===== src/rtl/fifo_rd_stream.sv =====
// FIFO read-side controller: issues rd_en while downstream has room, absorbs the
// one-cycle read latency in a 2-entry skid buffer and emits a framed valid/ready stream.

module fifo_rd_stream_chk (
   input logic       clk_i,
   input logic       rst_n_i,
   input logic [1:0] occ,
   input logic       inflight
);
   // Buffered plus in-flight words can never exceed the two buffer slots.
   occ_bound_a: assert property (@(posedge clk_i) disable iff (!rst_n_i)
      ({1'b0, occ} + {2'b00, inflight}) <= 3'd2);
endmodule

module fifo_rd_stream #(
   parameter int WIDTH     = 8,
   parameter int BURST_LEN = 4,
   parameter int CNT_WIDTH = 16
) (
   input  logic                 clk_i,
   input  logic                 rst_n_i,
   input  logic                 enable_i,
   input  logic                 empty_i,
   input  logic                 rd_error_i,
   input  logic [WIDTH-1:0]     rdata_i,
   output logic                 rd_en_o,
   output logic                 m_valid_o,
   input  logic                 m_ready_i,
   output logic [WIDTH-1:0]     m_data_o,
   output logic                 m_last_o,
   output logic                 err_o,
   output logic [CNT_WIDTH-1:0] word_cnt_o
);
   localparam int BEAT_W = (BURST_LEN > 1) ? $clog2(BURST_LEN) : 1;
   localparam logic [BEAT_W-1:0] BEAT_LAST = BEAT_W'(BURST_LEN - 1);

   logic [WIDTH-1:0]     buf_r [2];
   logic                 head_r;
   logic [1:0]           occ_r;
   logic                 inflight_r;
   logic [BEAT_W-1:0]    beat_r;
   logic                 err_r;
   logic [CNT_WIDTH-1:0] word_cnt_r;

   logic                 pop_s;
   logic                 cap_s;
   logic                 tail_s;
   logic [2:0]           demand_s;
   logic [1:0]           occ_nxt_s;

   // Read issue, capture qualification and next occupancy.
   always_comb begin
      pop_s     = (occ_r != 2'd0) & m_ready_i;
      cap_s     = inflight_r & ~rd_error_i;
      // A capture only happens with occ <= 1, so the tail is head or its twin.
      tail_s    = head_r ^ occ_r[0];
      demand_s  = {1'b0, occ_r} + {2'b00, inflight_r} - {2'b00, pop_s};
      occ_nxt_s = occ_r + {1'b0, cap_s} - {1'b0, pop_s};
      rd_en_o   = rst_n_i & enable_i & ~empty_i & (demand_s < 3'd2);
   end

   // Skid buffer, framing counter, delivered-word counter and sticky error.
   always_ff @(posedge clk_i or negedge rst_n_i) begin
      if (!rst_n_i) begin
         buf_r[0]   <= {WIDTH{1'b0}};
         buf_r[1]   <= {WIDTH{1'b0}};
         head_r     <= 1'b0;
         occ_r      <= 2'd0;
         inflight_r <= 1'b0;
         beat_r     <= {BEAT_W{1'b0}};
         err_r      <= 1'b0;
         word_cnt_r <= {CNT_WIDTH{1'b0}};
      end else begin
         inflight_r <= rd_en_o;
         occ_r      <= occ_nxt_s;
         if (cap_s) begin
            buf_r[tail_s] <= rdata_i;
         end
         if (pop_s) begin
            head_r     <= ~head_r;
            word_cnt_r <= word_cnt_r + CNT_WIDTH'(1);
            beat_r     <= (beat_r == BEAT_LAST) ? {BEAT_W{1'b0}} : beat_r + BEAT_W'(1);
         end
         if (inflight_r & rd_error_i) begin
            err_r <= 1'b1;
         end
      end
   end

   assign m_valid_o  = (occ_r != 2'd0);
   assign m_data_o   = buf_r[head_r];
   assign m_last_o   = m_valid_o & (beat_r == BEAT_LAST);
   assign err_o      = err_r;
   assign word_cnt_o = word_cnt_r;

   fifo_rd_stream_chk u_chk (
      .clk_i    (clk_i),
      .rst_n_i  (rst_n_i),
      .occ      (occ_r),
      .inflight (inflight_r)
   );
endmodule

===== config.mk =====
export PLATFORM = sky130hd
export DESIGN_NAME = fifo_rd_stream
export DESIGN_NICKNAME = d
export VERILOG_FILES = /design/src/rtl/fifo_rd_stream.sv
export SDC_FILE = /design/constraint.sdc
export NUM_CORES = 1
export LEC_CHECK = 0
export CAP_MARGIN = 20
export CORE_MARGIN = 10
export CORE_UTILIZATION = 51
export CTS_BUF_LIST = sky130_fd_sc_hd__clkbuf_8
export DETAILED_ROUTE_END_ITERATION = 10
export GPL_TIMING_DRIVEN = 0
export PLACE_DENSITY = 0.81
export SLEW_MARGIN = 10
export SYNTH_ARGS = -nofsm -noshare
export SYNTH_HDL_FRONTEND = slang
export SYNTH_SLANG_ARGS = --single-unit

===== constraint.sdc =====
create_clock -name clk_i -period 2.8 [get_ports clk_i]
set_input_delay 0.7 -clock clk_i [delete_from_list [all_inputs] [get_ports clk_i]]
set_output_delay 0.7 -clock clk_i [all_outputs]
set_load 0.05 [all_outputs]

==> results.toml, run 1 <==
[run_status]
status = "finished clean"

[global_route]
grt_pass1_wl_mm = 6.48
grt_pass1_vias = 1409
grt_max_degree = 22
grt_antenna_before_repair = 0
track_usage_pct = 12.9
grt_overflow = 0

[place]
place_inst = 228
hpwl_mm = 2.87
io_buffer_count = 41
gp_congestion = 0.753
placed_area_um2 = 2290

[cts]
cts_buffers = 5
htreeDepth = 2
clk-insertion-delay-late_ns = 0.28
tritoncts = "done"
cts-root-buf = "clkbuf_8"
cts_buffer_depth = 2
cts_sinks = 39
clk_pin_slew_ns = 0.07

[cells_and_area]
diodes = 0
final_cell_mix = "38 x clkdlybuf4s50_1, 37 x dfrtp_1, 24 x mux2_2"
layout-drive-gt1-share_pct = 28.6
fin_nets = 215
final_common_cell = "clkdlybuf4s50_1"
stdcell_area_um2 = 2440
area_growth_pct = 36.2
finalNonFillerCells = 242
fill_cells = 248

[power_and_ir_drop]
pwr_density_cell_nw_per_um2 = 1020
leakage_nw = 1.12
peakVddDrop_mv = 0.761

[timing]
rsz0062_at_grt = "true"
setup_viol = 0
relSlewSlack_pct = 55.3
fin_crit_sh_pct = 99.0
fmax_ghz = 0.361
tns_ns = 0
fin_crit_ns = 2.77
skew_ns = 0.00468
maxSlewViolCount = 0
worst_pin_slew_ns = 0.667
hold_violations = 0

[yosys]
ys_ff_latch = 39
syn_avg_cell_area_um2 = 12.8
post_synth_fa_ha_maj_area_fraction_pct = 3.21
yosys_warnings = 0
synth_xor_xnor_area_share_pct = 10.8
synth_top_family_by_area = "multiplexers"
yosysSeqAreaShare_pct = 54.5
synth_area_um2 = 1790
synth-simple-area-share_pct = 13.5
synthMuxAreaShare_pct = 15.1
yosysUniqueCellTypes = 27
synth_compound_area_share_pct = 1.33
synth_cells = 140
synthesis.nets = 158

[routing]
vias = 1249
viasPerCell = 5.16
drc = 0
wl_mm = 3.89
first_iter_violations = 70
wire_per_inst_um = 16.1
ant_nets = 0
dr.pass1.iters = 4

[worst_setup_path]
start_kind = "flop"
crit_path_end_kind = "output port"
startpoint = "occ_r[0]$_DFF_PN0_"
worstPathMaxFanout = 4
r2r_slack_ns = 0.94
required_ns = 2.10
regToRegEndpoint = "buf_r[15]$_DFFE_PN0P_"
crit_type = "flop to output port"
reg2reg_depth = 4
arrival_ns = 2.07
rr_startpoint = "occ_r[0]$_DFF_PN0_"

[floorplanning]
fp.dieH_um = 79.3
start_util_pct = 53.3
die_x_um = 79.3
fp.coreArea_um2 = 3360
rows = 21
die_area_um2 = 6280
boundaryPins = 42

[worst_hold_path]
hold_path_class = "primary input to async pin"

[job]
drv_cap = 0
[power breakdown]
part	total [mW]	switching [mW]	internal, mW
combinational	1.28	0.744	0.540
sequential	0.864	0.133	0.731
clock	0.338	0.176	0.162
total	2.49	1.05	1.43
[metal layers]
layer	part of all wire (%)	wire length (µm)	GRT usage [%]	vias up
met5	0	0	0	-
met4	1.4	55	5.56	0
met3	6.7	259	5.07	8
met2	54	2080	22.3	30
met1	38	1490	13.6	624
li1	-	-	-	587
[worst max path at each step]
stage	endpoint	slack [ns]	cells after the start
4_1_cts	rd_en_o	0.03	7
6_report	rd_en_o	0.03	7
3_3_place_gp	rd_en_o	-1.58	4
2_1_floorplan	rd_en_o	0.11	6
5_1_grt	rd_en_o	-0.07	7
3_5_place_dp	rd_en_o	-1.12	8
[layout make-up]
cell class	count	area (µm²)	share of cell area, %
multi-input combinational	96	802	32.9
tap	46	57.6	2.36
timing repair buffer	50	493	20.2
clock inverter	1	3.75	0.154
inverter	1	3.75	0.154
sequential	39	978	40.1
buffer	4	32.5	1.33
clock buffer	5	68.8	2.82
[state kept, by name, indices dropped and copies added, names as in the netlist]
signal      flops
buf_r          16
beat_r          2
err_o           1
word_cnt_o     16
head_r          1
inflight_r      1
occ_r           2
[Yosys cell counts (all sizes together)]
library cell | n | share of area (%)
dfrtp | 39 | 54
mux2 | 24 | 15
xnor2 | 14 | 6.8
nand2 | 13 | 2.7
xor2 | 8 | 3.9
nor2 | 6 | 1.3
nand3 | 5 | 1.4
buf | 4 | 1.4
nor3 | 4 | 2.0
and2 | 3 | 1.0
ha | 3 | 2.1
nand4 | 3 | 1.0
a21o | 2 | 0.84
and3 | 2 | 0.70
or2 | 2 | 0.70
and4 | 1 | 0.49
fa | 1 | 1.1
inv | 1 | 0.21
nand4b | 1 | 0.49
nor2b | 1 | 0.35
nor3b | 1 | 0.70
o21ai | 1 | 0.49
or4 | 1 | 0.63
[worst max-delay path: stages (launching register included)]
cell and delay, ns:
dfrtp_2 0.44, o21ai_2 0.19, buf_6 0.14, nor2_4 0.03
fa_1 0.51, nand4b_1 0.16, nor2_4 0.17, buf_8 0.15
[logic make-up (layout without fill, tap and decap cells)]
| group | after synthesis | after routing |
|---|---|---|
| xor gates and xnor gates | 22 | 22 |
| muxes | 24 | 24 |
| adders and majority gates | 4 | 4 |
| buffers and inverters | 5 | 61 |
| DFF | 39 | 39 |
| AOI/OAI and AO/OA | 3 | 3 |
| and+or+nand+nor | 43 | 43 |
[metrics by stage]
stage / power, mW / utilization (%) / hold WS [ns] / setup slack (ns)
finish: 2.49 / 72.5 / 0.378 / 0.0293
global route: 2.62 / 72.5 / 0.397 / -0.0667
CTS: 2.43 / 70.9 / 0.385 / 0.0303
detailed placement: 2.07 / 68.1 / 0.454 / -1.12
global placement: 2.02 / 67.4 / 0.447 / -1.58
floorplan: 1.69 / - / 0.404 / 0.109
[timing repair]
| item | 4_1_cts | 5_1_grt |
|---|---|---|
| resized for setup | 14 | 4 |
| setup endpoints to repair | 1 | 1 |
| setup buffers | 2 | 6 |
| hold buffers | 0 | 0 |
| pin swaps | 1 | 2 |
(Power assumes the default switching activity.)
==> run 2, diff against run 1 <==
--- a/config.mk
+++ b/config.mk
@@ -12,7 +12,7 @@
 export DETAILED_ROUTE_END_ITERATION = 10
 export GPL_TIMING_DRIVEN = 0
 export PLACE_DENSITY = 0.81
-export SLEW_MARGIN = 10
+export REMOVE_ABC_BUFFERS = 1
 export SYNTH_ARGS = -nofsm -noshare
 export SYNTH_HDL_FRONTEND = slang
 export SYNTH_SLANG_ARGS = --single-unit
==> run 2 against run 1 <==
Net effect: clock power up 41%; via count down 1.8%; final area down 2.6%; count of clock-buffer cells in the layout up 1; maximum frequency up 2.0%; die area unchanged; sequential share of layout area up 0.97 points; global-route usage down 0.41 points; critical path depth unchanged; first-iteration DRC count down 31%; routed wire length down 2.0%; sequential cell count unchanged.
==> results.toml, run 2 (synthesis results as in run 1) <==
[run_status]
status = "finished clean"

[timing]
hold_slack_ns = 0.460
fin_crit_sh_pct = 97.0
setup_viol = 0
maxSlewViolCount = 0
hold_violations = 0
fmax_ghz = 0.368
worst_pin_slew_ns = 0.859
skew_ns = 0.00437
relSlewSlack_pct = 42.8
fin_crit_ns = 2.72

[worst_setup_path]
slowest_delay_ns = 0.49
crit_path_cell_trace = "buf_2, xor2_1, nand2_1, fa_1, nand4b_1, nor2_2, buf_6"
crit_type = "primary input to output port"
worstPathMaxFanout = 3
crit_path_end_kind = "output port"
arrival_ns = 2.02
start_kind = "primary input"
startpoint = "m_ready_i"
required_ns = 2.10
crit_slowest_cell = "fa_1"
rr_startpoint = "head_r$_DFFE_PN0P_"

[cts]
clk-insertion-delay-late_ns = 0.28
postCtsHoldBufs = 0
tritoncts = "done"
cts_buffers = 5
cts_buffer_depth = 2
cts_sinks = 39
htreeDepth = 2
cts-root-buf = "clkbuf_8"
clk_pin_slew_ns = 0.07

[cells_and_area]
final_common_cell = "dfrtp_1"
fin_util_pct = 70.6
layout-drive-gt1-share_pct = 24.5
fin_nets = 205
diodes = 0
area_growth_pct = 32.6
final_cell_mix = "39 x dfrtp_1, 38 x clkdlybuf4s50_1, 24 x mux2_2"

[floorplanning]
die_area_um2 = 6280
boundaryPins = 42
rows = 21
die_x_um = 79.3
fp.coreArea_um2 = 3360
start_util_pct = 53.3
fp.dieH_um = 79.3

[power_and_ir_drop]
total_power_mw = 2.53
peakVddDrop_mv = 0.658
pwr_density_cell_nw_per_um2 = 1060
leakage_nw = 1.09

[routing]
dr.pass1.iters = 4
wire_per_inst_um = 16.3
ant_nets = 0
wl_mm = 3.81
first_iter_violations = 48
viasPerCell = 5.24
vias = 1226
drc = 0

[global_route]
grt_overflow = 0
grt_max_degree = 41
grt_pass1_vias = 1343
track_usage_pct = 12.5
grt_pass1_wl_mm = 6.23
grt_antenna_before_repair = 0

[worst_hold_path]
hold_path_class = "flop to flop"
hold_path.startpoint = "err_o$_DFFE_PN0P_"

[place]
gp_congestion = 0.746
io_buffer_count = 41
hpwl_mm = 2.83

[job]
drv_cap = 0
-- run 2: path summary, 6_finish.rpt --
kind	slack, ns	to	cells past startpoint
setup reg to reg	0.89	buf_r[8]$_DFFE_PN0P_	3
max in group asynchronous	1.74	word_cnt_o[0]$_DFFE_PN0P_	1
hold reg to reg	0.46	err_o$_DFFE_PN0P_	1
min in group asynchronous	0.53	word_cnt_o[7]$_DFFE_PN0P_	1
setup / recovery	0.08	rd_en_o	7
hold / removal	0.46	err_o$_DFFE_PN0P_	1
-- run 2: routing by layer --
metal | track usage [%] | routed length [µm]
met2 | 22.8 | 2050
met3 | 4.39 | 238
met1 | 12.8 | 1470
met4 | 4.30 | 57
met5 | 0 | 0
-- run 2: critical path: cells and delay by family --
| family | cells | cell delay [ns] |
|---|---|---|
| adders and majority gates | 1 | 0.49 |
| buffers and inverters | 2 | 0.31 |
| and+or+nand+nor | 3 | 0.37 |
| xor gates and xnor gates | 1 | 0.15 |
-- run 2: layout make-up --
cell class | instances | area, µm²
fill | 267 | 987
sequential | 39 | 976
multi-input combinational | 96 | 797
timing repair buffer | 44 | 424
clock buffer | 6 | 82.6
tap | 46 | 57.6
clock inverter | 2 | 35.0
inverter | 1 | 3.75
-- run 2: report_power, final --
group | switching [mW] | internal [mW] | leakage (nW)
combinational | 0.674 | 0.477 | 0.522
sequential | 0.173 | 0.727 | 0.504
clock | 0.189 | 0.288 | 0.0612
total | 1.04 | 1.49 | 1.09
-- run 2: what timing repair did --
action / 4_1_cts / 5_1_grt
gates cloned: 0 / 0
pin swaps: 1 / 2
buffers inserted: 2 / 1
endpoints found under the setup margin: 1 / 1
resized for setup: 12 / 1
-- run 2: per-stage QoR --
step | instance area (µm²) | worst slack [ns] | instances | TNS (ns)
finish | 2380 | 0.0839 | 234 | 0
global route | 2380 | -0.00833 | 234 | -0.00833
CTS | 2370 | 0.0213 | 233 | 0
detailed placement | 2230 | -1.03 | 223 | -1.03
global placement | 2230 | -1.52 | 223 | -1.59
floorplan | 1770 | -0.149 | 136 | -0.149
==> run 3, diff against run 2 <==
--- a/config.mk
+++ b/config.mk
@@ -9,10 +9,10 @@
 export CORE_MARGIN = 10
 export CORE_UTILIZATION = 51
 export CTS_BUF_LIST = sky130_fd_sc_hd__clkbuf_8
+export CTS_CLUSTER_SIZE = 12
 export DETAILED_ROUTE_END_ITERATION = 10
 export GPL_TIMING_DRIVEN = 0
 export PLACE_DENSITY = 0.81
-export REMOVE_ABC_BUFFERS = 1
 export SYNTH_ARGS = -nofsm -noshare
 export SYNTH_HDL_FRONTEND = slang
 export SYNTH_SLANG_ARGS = --single-unit
==> run 3 against run 2 <==
Net effect: first-iteration DRC count increased by 42%; critical path type unchanged; routed wire length is 2.7% higher; worst setup slack worse by 0.052 ns; hold slack improved by 0.017 ns.
==> results.toml, run 3 (synthesis results as in run 1) <==
[run_status]
status = "finished clean"

[routing]
wire_per_inst_um = 16.2
drc = 0
ant_nets = 0
dr.pass1.iters = 4
viasPerCell = 5.14
wl_mm = 3.92
vias = 1239
first_iter_violations = 68

[worst_setup_path]
path_buf_inv = 2
required_ns = 2.10
r2r_slack_ns = 0.90
crit_type = "primary input to output port"
crit_path_end_kind = "output port"
arrival_ns = 2.07
crit_slowest_cell = "fa_1"
worstPathMaxFanout = 3
slowest_delay_ns = 0.56
crit_top_cell = "buf_8"
start_kind = "primary input"
crit_path_cell_trace = "buf_8, xor2_1, nand2_1, fa_1, nand4b_1, nor2_4, buf_8"
path_delay_family = "adder cells"

[cts]
cts_buffers = 5
tritoncts = "done"
cts_sinks = 39
htreeDepth = 2
cts-root-buf = "clkbuf_8"
clk-insertion-delay-late_ns = 0.29
clk_pin_slew_ns = 0.07
cts_buffer_depth = 2
postCtsHoldBufs = 0

[place]
io_buffer_count = 41
pre_cts_ws_ns = -1.17
placed_area_um2 = 2260
hpwl_mm = 2.79
gp_congestion = 0.753

[global_route]
grt_max_degree = 41
grt_pass1_vias = 1394
grt_overflow = 0
grt_antenna_before_repair = 0
grt_pass1_wl_mm = 6.36
track_usage_pct = 12.7

[cells_and_area]
diodes = 0
fin_nets = 212
fin_util_pct = 72.9
stdcell_area_um2 = 2450
fill_cells = 241
final_cell_mix = "38 x clkdlybuf4s50_1, 37 x dfrtp_1, 24 x mux2_2"
register_area_um2 = 978
layout-drive-gt1-share_pct = 28.2
multiInputGateArea_um2 = 802
final_common_cell = "clkdlybuf4s50_1"
area_growth_pct = 36.9

[worst_hold_path]
hold_path_class = "flop to flop"

[floorplanning]
start_util_pct = 53.3
die_x_um = 79.3
rows = 21
fp.coreArea_um2 = 3360
boundaryPins = 42
die_area_um2 = 6280
fp.dieH_um = 79.3

[timing]
postLayoutSetupSlackWorst_ns = 0.0318
tns_ns = 0
fin_crit_sh_pct = 98.9
hold_violations = 0
skew_ns = 0.00502
fin_crit_ns = 2.77
relSlewSlack_pct = 43.1
worst_pin_slew_ns = 0.853
hold_slack_ns = 0.477
maxSlewViolCount = 0
rsz0062_at_grt = "true"
fmax_ghz = 0.361
setup_viol = 0

[power_and_ir_drop]
leakage_nw = 1.12
peakVddDrop_mv = 0.680
pwr_density_cell_nw_per_um2 = 1070

[job]
drv_cap = 0
## run 3: cell count changes in the layout (fill, tap and decap cells not counted)
cell,before,now
buf_6,1,2
buf_2,2,3
nor2_4,0,1
dfrtp_2,0,2
nor2_2,1,0
buf_8,0,2
dfrtp_1,39,37
buf_4,3,6
## run 3: per-stage QoR
step	total power, mW	cells
floorplan	1.69	140
global placement	2.02	227
detailed placement	2.07	227
CTS	2.58	237
global route	2.76	241
finish	2.62	241
## run 3: area by class of cell
cell class	count	area share (%)
Buffer	4	1.33
Sequential cell	39	39.9
Inverter	1	0.153
Timing Repair Buffer	47	18.8
Clock buffer	6	3.37
Clock inverter	2	1.43
Tap cell	46	2.35
Multi-Input combinational cell	96	32.7
## run 3: power by group
part / switching, mW / total [mW] / internal (mW) / leakage (nW)
clock network: 0.197 / 0.485 / 0.288 / 0.0612
registers: 0.138 / 0.868 / 0.730 / 0.502
logic: 0.743 / 1.27 / 0.528 / 0.562
total: 1.08 / 2.62 / 1.55 / 1.12
## run 3: repair_timing
action                                  CTS  global route
buffers inserted                          2             4
resized for setup                        15             5
pin swaps                                 3             2
endpoints found under the setup margin    1             1
## run 3: final timing paths
path | startpoint | endpoint | cells after the start
min | err_o$_DFFE_PN0P_ | err_o$_DFFE_PN0P_ | 1
max reg2reg | head_r$_DFFE_PN0P_ | buf_r[9]$_DFFE_PN0P_ | 4
max in group asynchronous | rst_n_i | occ_r[1]$_DFF_PN0_ | 1
max | m_ready_i | rd_en_o | 7
min in group asynchronous | rst_n_i | word_cnt_o[0]$_DFFE_PN0P_ | 1
min reg2reg | err_o$_DFFE_PN0P_ | err_o$_DFFE_PN0P_ | 1
## run 3: metal layers
| layer | vias to the layer above | global-route usage [%] | share of wire (%) |
|---|---|---|---|
| met1 | 627 | 13.5 | 38 |
| met4 | 0 | 5.02 | 1.0 |
| met2 | 27 | 21.3 | 53 |
| met5 | - | 0 | 0 |
| met3 | 5 | 5.86 | 7.2 |
| li1 | 580 | - | - |
